$ cat src/rtl/arbiter_out_fifo_pkg.sv
// Shared width helpers for the arbiter output FIFO.
package arbiter_out_fifo_pkg;

  // Pointer width that never collapses to zero bits for tiny depths.
  function automatic int ptr_width(input int depth);
    return (depth > 1) ? $clog2(depth) : 1;
  endfunction

endpackage

$ cat src/rtl/arbiter_out_fifo_storage_ram.sv
// DEPTH x DWIDTH register array with one write port and an asynchronous read port.
module arbiter_out_fifo_storage_ram #(
  parameter int DWIDTH = 8,
  parameter int DEPTH  = 4,
  parameter int AWIDTH = 2
) (
  input  logic              clk,
  input  logic              we,
  input  logic [AWIDTH-1:0] waddr,
  input  logic [DWIDTH-1:0] wdata,
  input  logic [AWIDTH-1:0] raddr,
  output logic [DWIDTH-1:0] rdata
);

  logic [DWIDTH-1:0] mem_q [DEPTH];

  // Contents are don't-care after reset, so no reset term keeps this LUTRAM-friendly.
  always_ff @(posedge clk) begin
    if (we) begin
      mem_q[waddr] <= wdata;
    end
  end

  assign rdata = mem_q[raddr];

endmodule

$ cat src/rtl/arbiter_out_fifo.sv
// Registered first-word-fall-through elastic buffer behind the fixed-priority arbiter.
module arbiter_out_fifo
  import arbiter_out_fifo_pkg::*;
#(
  parameter  int DWIDTH = 8,
  parameter  int DEPTH  = 4,
  localparam int CWIDTH = $clog2(DEPTH + 1)
) (
  input  logic              clk,
  input  logic              rst_n,
  input  logic              flush,
  input  logic              in_valid,
  input  logic [DWIDTH-1:0] in_data,
  output logic              in_ready,
  output logic              out_valid,
  output logic [DWIDTH-1:0] out_data,
  input  logic              out_ready,
  output logic [CWIDTH-1:0] count
);

  localparam int AW = ptr_width(DEPTH);

  logic [AW-1:0]     wr_ptr_q, wr_ptr_d;
  logic [AW-1:0]     rd_ptr_q, rd_ptr_d;
  logic [CWIDTH-1:0] count_q, count_d;
  logic              push, pop;

  // Ready/valid come only from registered occupancy, cutting the out_ready -> in_ready path.
  assign in_ready  = (count_q != CWIDTH'(DEPTH));
  assign out_valid = (count_q != '0);
  assign count     = count_q;

  assign push = in_valid & in_ready & ~flush;
  assign pop  = out_valid & out_ready & ~flush;

  always_comb begin
    wr_ptr_d = wr_ptr_q;
    rd_ptr_d = rd_ptr_q;
    count_d  = count_q;
    if (flush) begin
      wr_ptr_d = '0;
      rd_ptr_d = '0;
      count_d  = '0;
    end else begin
      if (push) wr_ptr_d = wr_ptr_q + AW'(1);
      if (pop)  rd_ptr_d = rd_ptr_q + AW'(1);
      if (push && !pop)      count_d = count_q + CWIDTH'(1);
      else if (pop && !push) count_d = count_q - CWIDTH'(1);
    end
  end

  always_ff @(posedge clk or negedge rst_n) begin
    if (!rst_n) begin
      wr_ptr_q <= '0;
      rd_ptr_q <= '0;
      count_q  <= '0;
    end else begin
      wr_ptr_q <= wr_ptr_d;
      rd_ptr_q <= rd_ptr_d;
      count_q  <= count_d;
    end
  end

  arbiter_out_fifo_storage_ram #(
    .DWIDTH(DWIDTH),
    .DEPTH (DEPTH),
    .AWIDTH(AW)
  ) u_storage (
    .clk  (clk),
    .we   (push),
    .waddr(wr_ptr_q),
    .wdata(in_data),
    .raddr(rd_ptr_q),
    .rdata(out_data)
  );

endmodule

$ cat config.mk
export PLATFORM = sky130hd
export DESIGN_NAME = arbiter_out_fifo
export DESIGN_NICKNAME = d
export VERILOG_FILES = /design/src/rtl/arbiter_out_fifo_pkg.sv /design/src/rtl/arbiter_out_fifo_storage_ram.sv /design/src/rtl/arbiter_out_fifo.sv
export SDC_FILE = /design/constraint.sdc
export NUM_CORES = 1
export LEC_CHECK = 0
export ABC_AREA = 1
export BUFFER_PORTS_ARGS = -buffer_cell sky130_fd_sc_hd__buf_2
export CAP_MARGIN = 40
export CORE_MARGIN = 2
export CORE_UTILIZATION = 55
export CTS_CLUSTER_DIAMETER = 120
export CTS_CLUSTER_SIZE = 30
export DETAILED_ROUTE_END_ITERATION = 6
export PLACE_DENSITY_LB_ADDON = 0.3
export SLEW_MARGIN = 20
export SYNTH_ARGS = -nofsm -noshare
export SYNTH_HDL_FRONTEND = slang
export SYNTH_SLANG_ARGS = --single-unit
export TNS_END_PERCENT = 10
$ cat constraint.sdc
create_clock -name clk -period 2 [get_ports clk]
set_input_delay 0.1 -clock clk [delete_from_list [all_inputs] [get_ports clk]]
set_output_delay 0.1 -clock clk [all_outputs]
set_load 0.03 [all_outputs]
* Yosys cells after proc, flatten, opt, wreduce, memory -nomap -nowiden
Memory sizes are Yosys's and may differ from the RTL's.
Index checks and enable logic that the tools add are counted.
** Word-level totals
- Register bits after elaboration :: 7
- RAM bits :: 32
- Bits of input ports :: 13
- Output and inout port bits :: 13
- Logic and storage cells :: 31
- Memories kept :: 1
** Cells by class
- Add/sub/neg operators :: 4
- Equality and inequality tests :: 1
- Mux-type cells :: 9
- Bitwise logic cells :: 5
- Reduce and logical (&&, ||, !) cells :: 8
** Memories
- u_storage.mem_q :: words 4, bits a word 8, read ports 1, clocked after Yosys merged registers in 0, wr ports 1, RTL line arbiter_out_fifo_storage_ram.sv:15 : logic [DWIDTH-1:0] mem_q [DEPTH];
** Operator list (count)
- 3-bit two-way mux :: 3
- 2-bit two-way mux :: 4
- 3-bit nonzero test :: 2
- 2-bit by 1-bit adder with 2-bit output, second input constant :: 2
- 1-bit bitwise AND :: 4
- 2-bit nonzero test :: 2
- 3-bit by 1-bit adder with 3-bit output, second input constant :: 1
- 3-bit != test, second input constant :: 1
- 3-bit by 1-bit subtractor with 3-bit output, second input constant :: 1
- 1-bit logical AND :: 2
- 1-bit logical NOT :: 2
- 1-bit two-way mux :: 2
- 1-bit inverter :: 1

* Logic depth before layout (Yosys ltp)
Gate-level depths: netlist of the first run.
- Depth in word-level cells :: 8
- Mapped depth :: 11
- Mapped depth without buffers :: 11

* Hierarchy
Synthesis of the first run repeated with hierarchy kept, for this count alone.
** Second synthesis, totals
- Cell total of the unflattened synthesis :: 187
- Area, all modules :: 1830.5 µm²
** Modules (own cells, without submodules)
- arbiter_out_fifo_storage_ram :: instances 1, cells an instance 133, area each 1387.6 µm², seq. area each 960.9 µm²
- arbiter_out_fifo :: instances 1, cells an instance 54, area each 442.9 µm², seq. area each 175.2 µm²

* Worst setup path after synthesis of the first run
No wires, ideal clock.
- Kind :: reg-to-reg
- Start point :: register count_q[2], in the netlist count[2]
- End point :: register count_q[2], in the netlist count[2]
- Arrival time :: 1930 ps
- Required time :: 1934 ps
- Path slack :: 4 ps
- Cell stages (with the launch flop) :: 12
- Cells stage by stage :: dfrtp_1 inv_1 nand2_2 nand2_4 nand3_4 inv_1 fa_1 xor2_1 nand3b_1 nand2_1 nand2_1 nand2_1
** On the way
- Word-level cells in the longest chain between the ends :: 7
- Elaborated cells on any way between the ends :: 16
- Classes of those cells :: add/sub (2); eq/ne (1); mux (3); bitwise (4); reduce/logical (6)
** Ends and longest elaborated chain
- start: declaration :: RTL line arbiter_out_fifo.sv:25 : logic [CWIDTH-1:0] count_q, count_d;
- start signal: assignment :: RTL line arbiter_out_fifo.sv:60 : count_q <= count_d;
- 3-bit nonzero test * :: RTL line arbiter_out_fifo.sv:30 : assign out_valid = (count_q != '0);
- via out_valid :: RTL line arbiter_out_fifo.sv:15 : output logic out_valid,
- 1-bit bitwise AND * (2 in series) :: RTL line arbiter_out_fifo.sv:34 : assign pop = out_valid & out_ready & ~flush;
- 1-bit logical NOT :: RTL line arbiter_out_fifo.sv:47 : if (push && !pop) count_d = count_q + CWIDTH'(1);
- 1-bit logical AND :: RTL line arbiter_out_fifo.sv:47
- 3-bit two-way mux :: RTL line arbiter_out_fifo.sv:47
- 3-bit two-way mux :: RTL line arbiter_out_fifo.sv:40 : if (flush) begin
Mark *: on every way through the listed nets, which the timed path passes. The rest lies on a longest branch. The select of a mux whose other input is x is not followed.
A chain may end at the register's enable or synchronous reset.

* Final worst setup path of the first run
- Start point :: register count_q[1], in the netlist count[1]
- End point :: register count_q[2], in the netlist count[2]
** On the way
- Word-level cells in the longest chain between the ends :: 7
- Elaborated cells on any way between the ends :: 16
- Classes of those cells :: add/sub (2); eq/ne (1); mux (3); bitwise (4); reduce/logical (6)
** Ends and longest elaborated chain
- parallel branches: the longest is 7 deep, another holds 3-bit by 1-bit subtractor with 3-bit output
Several ways; the timed one is not identified. The select of a mux whose other input is x is not followed.

==> results.py, run 1 <==
metrics = {
    "finish": {
        "multiInputGateArea_um2": 460,
        "drive_gt1_share_pct": 23.7,
        "syn2layout_area_growth_pct": 19.6,
        "fin_nets": 203,
        "fill_cells": 228,
        "stdcell_count": 219,
        "num_antenna_cells": 0,
        "post-route-util_pct": 67.3,
        "seq_area_um2": 1140,
    },
    "power": {
        "swShare_pct": 40.9,
        "switching_power_mw": 0.968,
        "power_mw": 2.37,
        "intPower_mw": 1.40,
        "p_leak_nw": 0.826,
        "ir_drop_mv": 0.712,
        "clkPwrFrac_pct": 15.4,
        "seqPwrFrac_pct": 43.4,
        "comb_power_share_pct": 41.2,
        "powerDensity_nw_per_um2": 1180,
    },
    "routing": {
        "drt_iter0_drc": 74,
        "dr.pass1.iters": 5,
        "vias_per_cell": 5.31,
        "postRouteWirelength_um": 3140,
        "num_vias": 1163,
        "avgRoutedWirePerCell_um": 14.3,
        "ant_nets": 0,
        "drc": 0,
    },
    "clocking": {
        "cts_sinks": 39,
        "cts_tree": "done",
        "h-tree-depth": 2,
        "clk_latency_ns": 0.33,
        "clkTransAtPathRegs_ns": 0.10,
        "cts_buffers": 5,
        "cts.path.max_buffers": 2,
        "cts-resized-gates": 0,
        "clockRootBuffer": "clkbuf_4",
    },
    "yosys": {
        "syn_inst": 142,
        "yosys_warnings": 0,
        "syn_avg_cell_area_um2": 11.8,
        "synth_area_leader_cell": "edfxtp_1",
        "ys_ff_latch": 39,
        "ys_types": 21,
        "ys_top_cells_by_area": "edfxtp_1 57%, dfrtp_1 10%, o21ai_0 5.4%",
        "syn_area_um2": 1680,
        "syn_nets": 160,
        "synth-seq-area-share_pct": 67.8,
        "synth_top_cell_area_share_pct": 57.4,
    },
    "die": {
        "ios": 26,
        "coreArea_um2": 2980,
        "die-area_um2": 3500,
        "fp.dieH_um": 59.2,
        "chipWidth_um": 59.2,
        "row_count": 20,
        "initial_utilization_pct": 56.3,
    },
    "placement": {
        "dp_hpwl_um": 2170,
        "dp.cells": 202,
        "gp_congestion": 0.753,
        "io_buffers": 25,
    },
    "grt": {
        "overflow": 0,
        "grt_pass1_wl_um": 4880,
        "grt_pass1_vias": 1047,
        "antenna_found_initial": 0,
        "track_usage_pct": 19.8,
        "met2_usage_pct": 34.1,
        "top_usage_layer": "met2",
        "grt_max_degree": 18,
        "met1_usage_pct": 23.0,
        "use_met3_pct": 6.11,
    },
    "outcome": {
        "status": "finished, final reports clean",
    },
    "worst_setup_path": {
        "crit_required_ns": 2.28,
        "worstSetupPathType": "flop to flop",
        "cpPeakStageDelay_ns": 0.43,
        "crit_path_frequent_cell": "nand2_1",
        "critPathCaptureType": "flop",
        "crit_path_start_kind": "flop",
        "critPathMaxFanout": 6,
        "crit_path_cell_trace": "nor2_2 > a21oi_1 > nand3_4 > inv_1 > fa_1 > xor2_1 > nand3b_1 > nand2_1 > nand2_1 > nand2_1",
        "cpMaxStageDelayCell": "dfrtp_1",
        "crit_buf_inv": 1,
        "crit_family": "simple AND/OR/NAND/NOR gates",
        "cp.arrival_ns": 2.12,
    },
    "timing": {
        "post-route-min-period_ns": 1.84,
        "fmax_mhz": 542,
        "setup_violations": 0,
        "worst_slew_margin_rel_pct": 66.5,
        "fin_crit_sh_pct": 92.2,
        "maxSlewViolCount": 0,
        "finClkSkew_ns": 0.00383,
        "timing.hold.ws_ns": 0.0767,
        "totalNegativeSetupSlack_ns": 0,
        "finalHoldViolCount": 0,
        "worst_pin_slew_ns": 0.502,
        "rsz0062_at_grt": "false",
    },
    "run": {
        "maxCapViolations": 0,
    },
    "worst_hold_path": {
        "hold_path_class": "input pin to flop",
    },
}
per-layer routing:
layer | vias to the layer above | part of all wire (%)
met5 | - | 0
met4 | 0 | 1.6
met3 | 6 | 4.1
met2 | 26 | 53
met1 | 551 | 41
li1 | 580 | -
cell type report:
type | count | area share, %
multi-input combinational | 83 | 23.0
inverter | 17 | 3.18
sequential | 39 | 56.7
timing repair buffer | 39 | 12.6
tap | 33 | 2.06
clock inverter | 1 | 0.250
clock buffer | 7 | 2.25
power by group through the flow:
stage               registers [mW]  logic, mW  clock network, mW
floorplan                     1.08      0.660                  0
global placement              1.03      0.939                  0
detailed placement            1.05      0.969                  0
CTS                           1.03      0.986              0.383
global route                  1.03       1.07              0.413
finish                        1.03      0.975              0.364
final timing paths:
kind	start	endpoint	slack, ns	depth (start not counted)
worst max-delay path	count[1]	count[2]	0.16	10
worst min-delay path	out_ready	rd_ptr_q[0]	0.08	3
worst max register to register	count[1]	count[2]	0.16	10
worst min register to register	count[0]	count[0]	0.60	2
max in group asynchronous	rst_n	rd_ptr_q[1]	1.71	2
min in group asynchronous	rst_n	count[0]	0.12	2
cell usage after synthesis (all sizes together):
library cell / count
edfxtp: 32
nor2: 22
o21ai: 19
nand2: 18
inv: 17
o22ai: 8
dfrtp: 7
a21oi: 5
ha: 4
nand3: 4
buf: 3
fa: 1
nand3b: 1
xor2: 1
kinds of logic after synthesis:
logic type	after synthesis	share of synthesized area [%]
buffers and inverters	20	4.70
AND/OR/NAND/NOR	45	12.4
AO/OA/AOI/OAI	32	10.4
flip-flops	39	67.8
adder cells (fa/ha/maj)	5	4.18
XOR/XNOR	1	0.523
sequential cells by signal, summed over array words and instances (netlist names):
signal and count:
u_storage.mem_q 32, count 3, rd_ptr_q 2, wr_ptr_q 2
what timing repair did:
action / in CTS / in global routing
hold buffers: 9 / 0
buffers inserted: 0 / 0
endpoints found under the hold margin: 39 / 0
worst register-to-register path: stages, from the launching register on:
cell	delay (ns)
dfrtp_1	0.43
nor2_2	0.18
a21oi_1	0.13
nand3_4	0.11
inv_1	0.06
fa_1	0.38
xor2_1	0.16
nand3b_1	0.16
nand2_1	0.06
nand2_1	0.05
nand2_1	0.07
per-stage QoR:
stage | worst slack, ns | area (um^2)
detailed placement | 0.178 | 1860
CTS | 0.152 | 2000
finish | 0.156 | 2000
floorplan | 0.00403 | 1680
global placement | 0.269 | 1860
global route | 0.0662 | 2000
cell usage in the layout, fill, tap and decap left out:
cell type / instances
clkbuf_4: 5
nand2_4: 1
o21ai_1: 1
o22ai_1: 8
nand3_1: 3
fa_1: 1
nand2_1: 15
buf_2: 25
inv_1: 16
clkbuf_1: 2
inv_2: 1
nand2_2: 2
nor2_2: 2
o21ai_0: 18
nand3_4: 1
clkinv_2: 1
dfrtp_1: 7
nor2_1: 20
buf_4: 5
edfxtp_1: 32
nand3b_1: 1
dlygate4sd3_1: 9
ha_1: 4
xor2_1: 1
a21oi_2: 1
a21oi_1: 4
(Power assumes the default switching activity.)
==> run 2: changes to the inputs <==
--- a/config.mk
+++ b/config.mk
@@ -14,6 +14,7 @@
 export CTS_CLUSTER_SIZE = 30
 export DETAILED_ROUTE_END_ITERATION = 6
 export PLACE_DENSITY_LB_ADDON = 0.3
+export REMOVE_ABC_BUFFERS = 1
 export SLEW_MARGIN = 20
 export SYNTH_ARGS = -nofsm -noshare
 export SYNTH_HDL_FRONTEND = slang
==> results.py, run 2 (synthesized netlist as in run 1, its figures left out) <==
metrics = {
    "worst_setup_path": {
        "critPathCaptureType": "flop",
        "cpMaxStageDelayCell": "dfrtp_1",
        "crit_path_start_kind": "flop",
        "cp.arrival_ns": 2.13,
        "rr_startpoint": "count[1]",
        "worstSetupPathType": "flop to flop",
        "crit_path_cell_trace": "nor2_2 > a21oi_1 > nand3_4 > inv_1 > fa_1 > xor2_1 > nand3b_1 > nand2_1 > nand2_1 > nand2_1",
        "cpPeakStageDelay_ns": 0.44,
        "crit_required_ns": 2.26,
        "crit_path_frequent_cell": "nand2_1",
        "crit_path_start": "count[1]",
        "critPathMaxFanout": 6,
        "crit_family": "simple AND/OR/NAND/NOR gates",
        "crit_buf_inv": 1,
    },
    "grt": {
        "track_usage_pct": 21.5,
        "grt_pass1_vias": 1190,
        "overflow": 0,
        "grt_pass1_wl_um": 5220,
        "antenna_found_initial": 0,
        "grt_max_degree": 18,
    },
    "routing": {
        "avgRoutedWirePerCell_um": 15.1,
        "drc": 0,
        "dr.pass1.iters": 4,
        "ant_nets": 0,
        "drt_iter0_drc": 27,
        "vias_per_cell": 5.44,
        "postRouteWirelength_um": 3310,
        "num_vias": 1192,
    },
    "power": {
        "ir_drop_mv": 0.592,
        "p_leak_nw": 0.825,
        "powerDensity_nw_per_um2": 1200,
        "power_mw": 2.39,
    },
    "timing": {
        "totalNegativeSetupSlack_ns": 0,
        "setup_violations": 0,
        "finalHoldViolCount": 0,
        "maxSlewViolCount": 0,
        "worst_pin_slew_ns": 0.518,
        "fin_crit_sh_pct": 93.5,
        "finClkSkew_ns": 0.00932,
        "worst_slew_margin_rel_pct": 65.4,
        "fin_ws_ns": 0.130,
        "fmax_mhz": 535,
        "post-route-min-period_ns": 1.87,
        "rsz0062_at_grt": "false",
    },
    "worst_hold_path": {
        "min_from": "out_ready",
        "hold_path_class": "input pin to flop",
    },
    "clocking": {
        "cts_sinks": 39,
        "cts.path.max_buffers": 2,
        "h-tree-depth": 2,
        "cts_tree": "done",
        "cts_buffers": 5,
        "clkTransAtPathRegs_ns": 0.11,
        "clockRootBuffer": "clkbuf_4",
        "cts-resized-gates": 0,
        "clk_latency_ns": 0.35,
    },
    "finish": {
        "drive_gt1_share_pct": 23.1,
        "largest_reg_flops": 32,
        "num_antenna_cells": 0,
        "top_register": "u_storage.mem_q",
        "syn2layout_area_growth_pct": 19.6,
        "fin_nets": 203,
        "final_common_cell": "edfxtp_1",
        "mostFrequentLayoutCells": "32 x edfxtp_1, 25 x buf_2, 20 x nor2_1",
    },
    "die": {
        "ios": 26,
        "coreArea_um2": 2980,
        "row_count": 20,
        "fp.dieH_um": 59.2,
        "chipWidth_um": 59.2,
        "die-area_um2": 3500,
        "initial_utilization_pct": 56.3,
    },
    "run": {
        "maxCapViolations": 0,
    },
    "placement": {
        "io_buffers": 25,
        "dpl_worst_slack_ns": 0.168,
        "dp_hpwl_um": 2180,
        "gp_congestion": 0.760,
    },
    "outcome": {
        "status": "finished, final reports clean",
    },
}
-- run 2: cell count changes in the layout (fill, tap and decap cells not counted) --
cell,previous run,this run
clkinv_1,0,2
clkbuf_1,2,1
clkinv_2,1,0
-- run 2: metal layers --
metal | share of wire, % | GRT usage, % | vias to the layer above
li1 | - | - | 574
met1 | 42 | 25.1 | 589
met2 | 52 | 35.3 | 20
met3 | 3.2 | 7.21 | 9
met4 | 2.6 | 10.4 | 0
met5 | 0 | 0 | -
-- run 2: area by class of cell --
type / count / area (um^2)
flip-flops and latches: 39 / 1140
fillers: 230 / 975
multi-input cells: 83 / 460
repair buffers: 39 / 253
inverters: 17 / 63.8
clock buffers: 6 / 41.3
well taps: 33 / 41.3
clock inverters: 2 / 7.51
-- run 2: final timing paths --
path	end	cells past startpoint	slack, ns
setup reg to reg	count[2]	10	0.13
min in group asynchronous	rd_ptr_q[0]	2	0.12
setup / recovery	count[2]	10	0.13
hold / removal	rd_ptr_q[0]	3	0.05
max in group asynchronous	count[0]	2	1.71
hold reg to reg	count[0]	2	0.60
-- run 2: power breakdown --
group / internal, mW / switching, mW / leakage, nW
Sequential: 0.964 / 0.0629 / 0.384
Combinational: 0.295 / 0.700 / 0.413
Clock: 0.130 / 0.243 / 0.0273
Total: 1.39 / 1.01 / 0.825
-- run 2: stage by stage --
stage               instance area (um^2)  util [%]  std cells  hold WS (ns)
floorplan                           1660         -        139        -0.196
global placement                    1860      62.6        202       -0.0620
detailed placement                  1860      62.6        202       -0.0551
CTS                                 2000      67.3        219        0.0432
global route                        2000      67.3        219        0.0553
finish                              2000      67.3        219        0.0514
-- run 2: repair_timing --
action,CTS,global route
buffers inserted,0,0
hold buffers,9,0
endpoints found under the hold margin,39,0
-- run 2: worst register-to-register path, cell delays in order, from the launching register on --
cell and delay (ns):
dfrtp_1 0.44, nor2_2 0.18, a21oi_1 0.12, nand3_4 0.11, inv_1 0.06, fa_1 0.38
xor2_1 0.19, nand3b_1 0.13, nand2_1 0.06, nand2_1 0.07, nand2_1 0.04
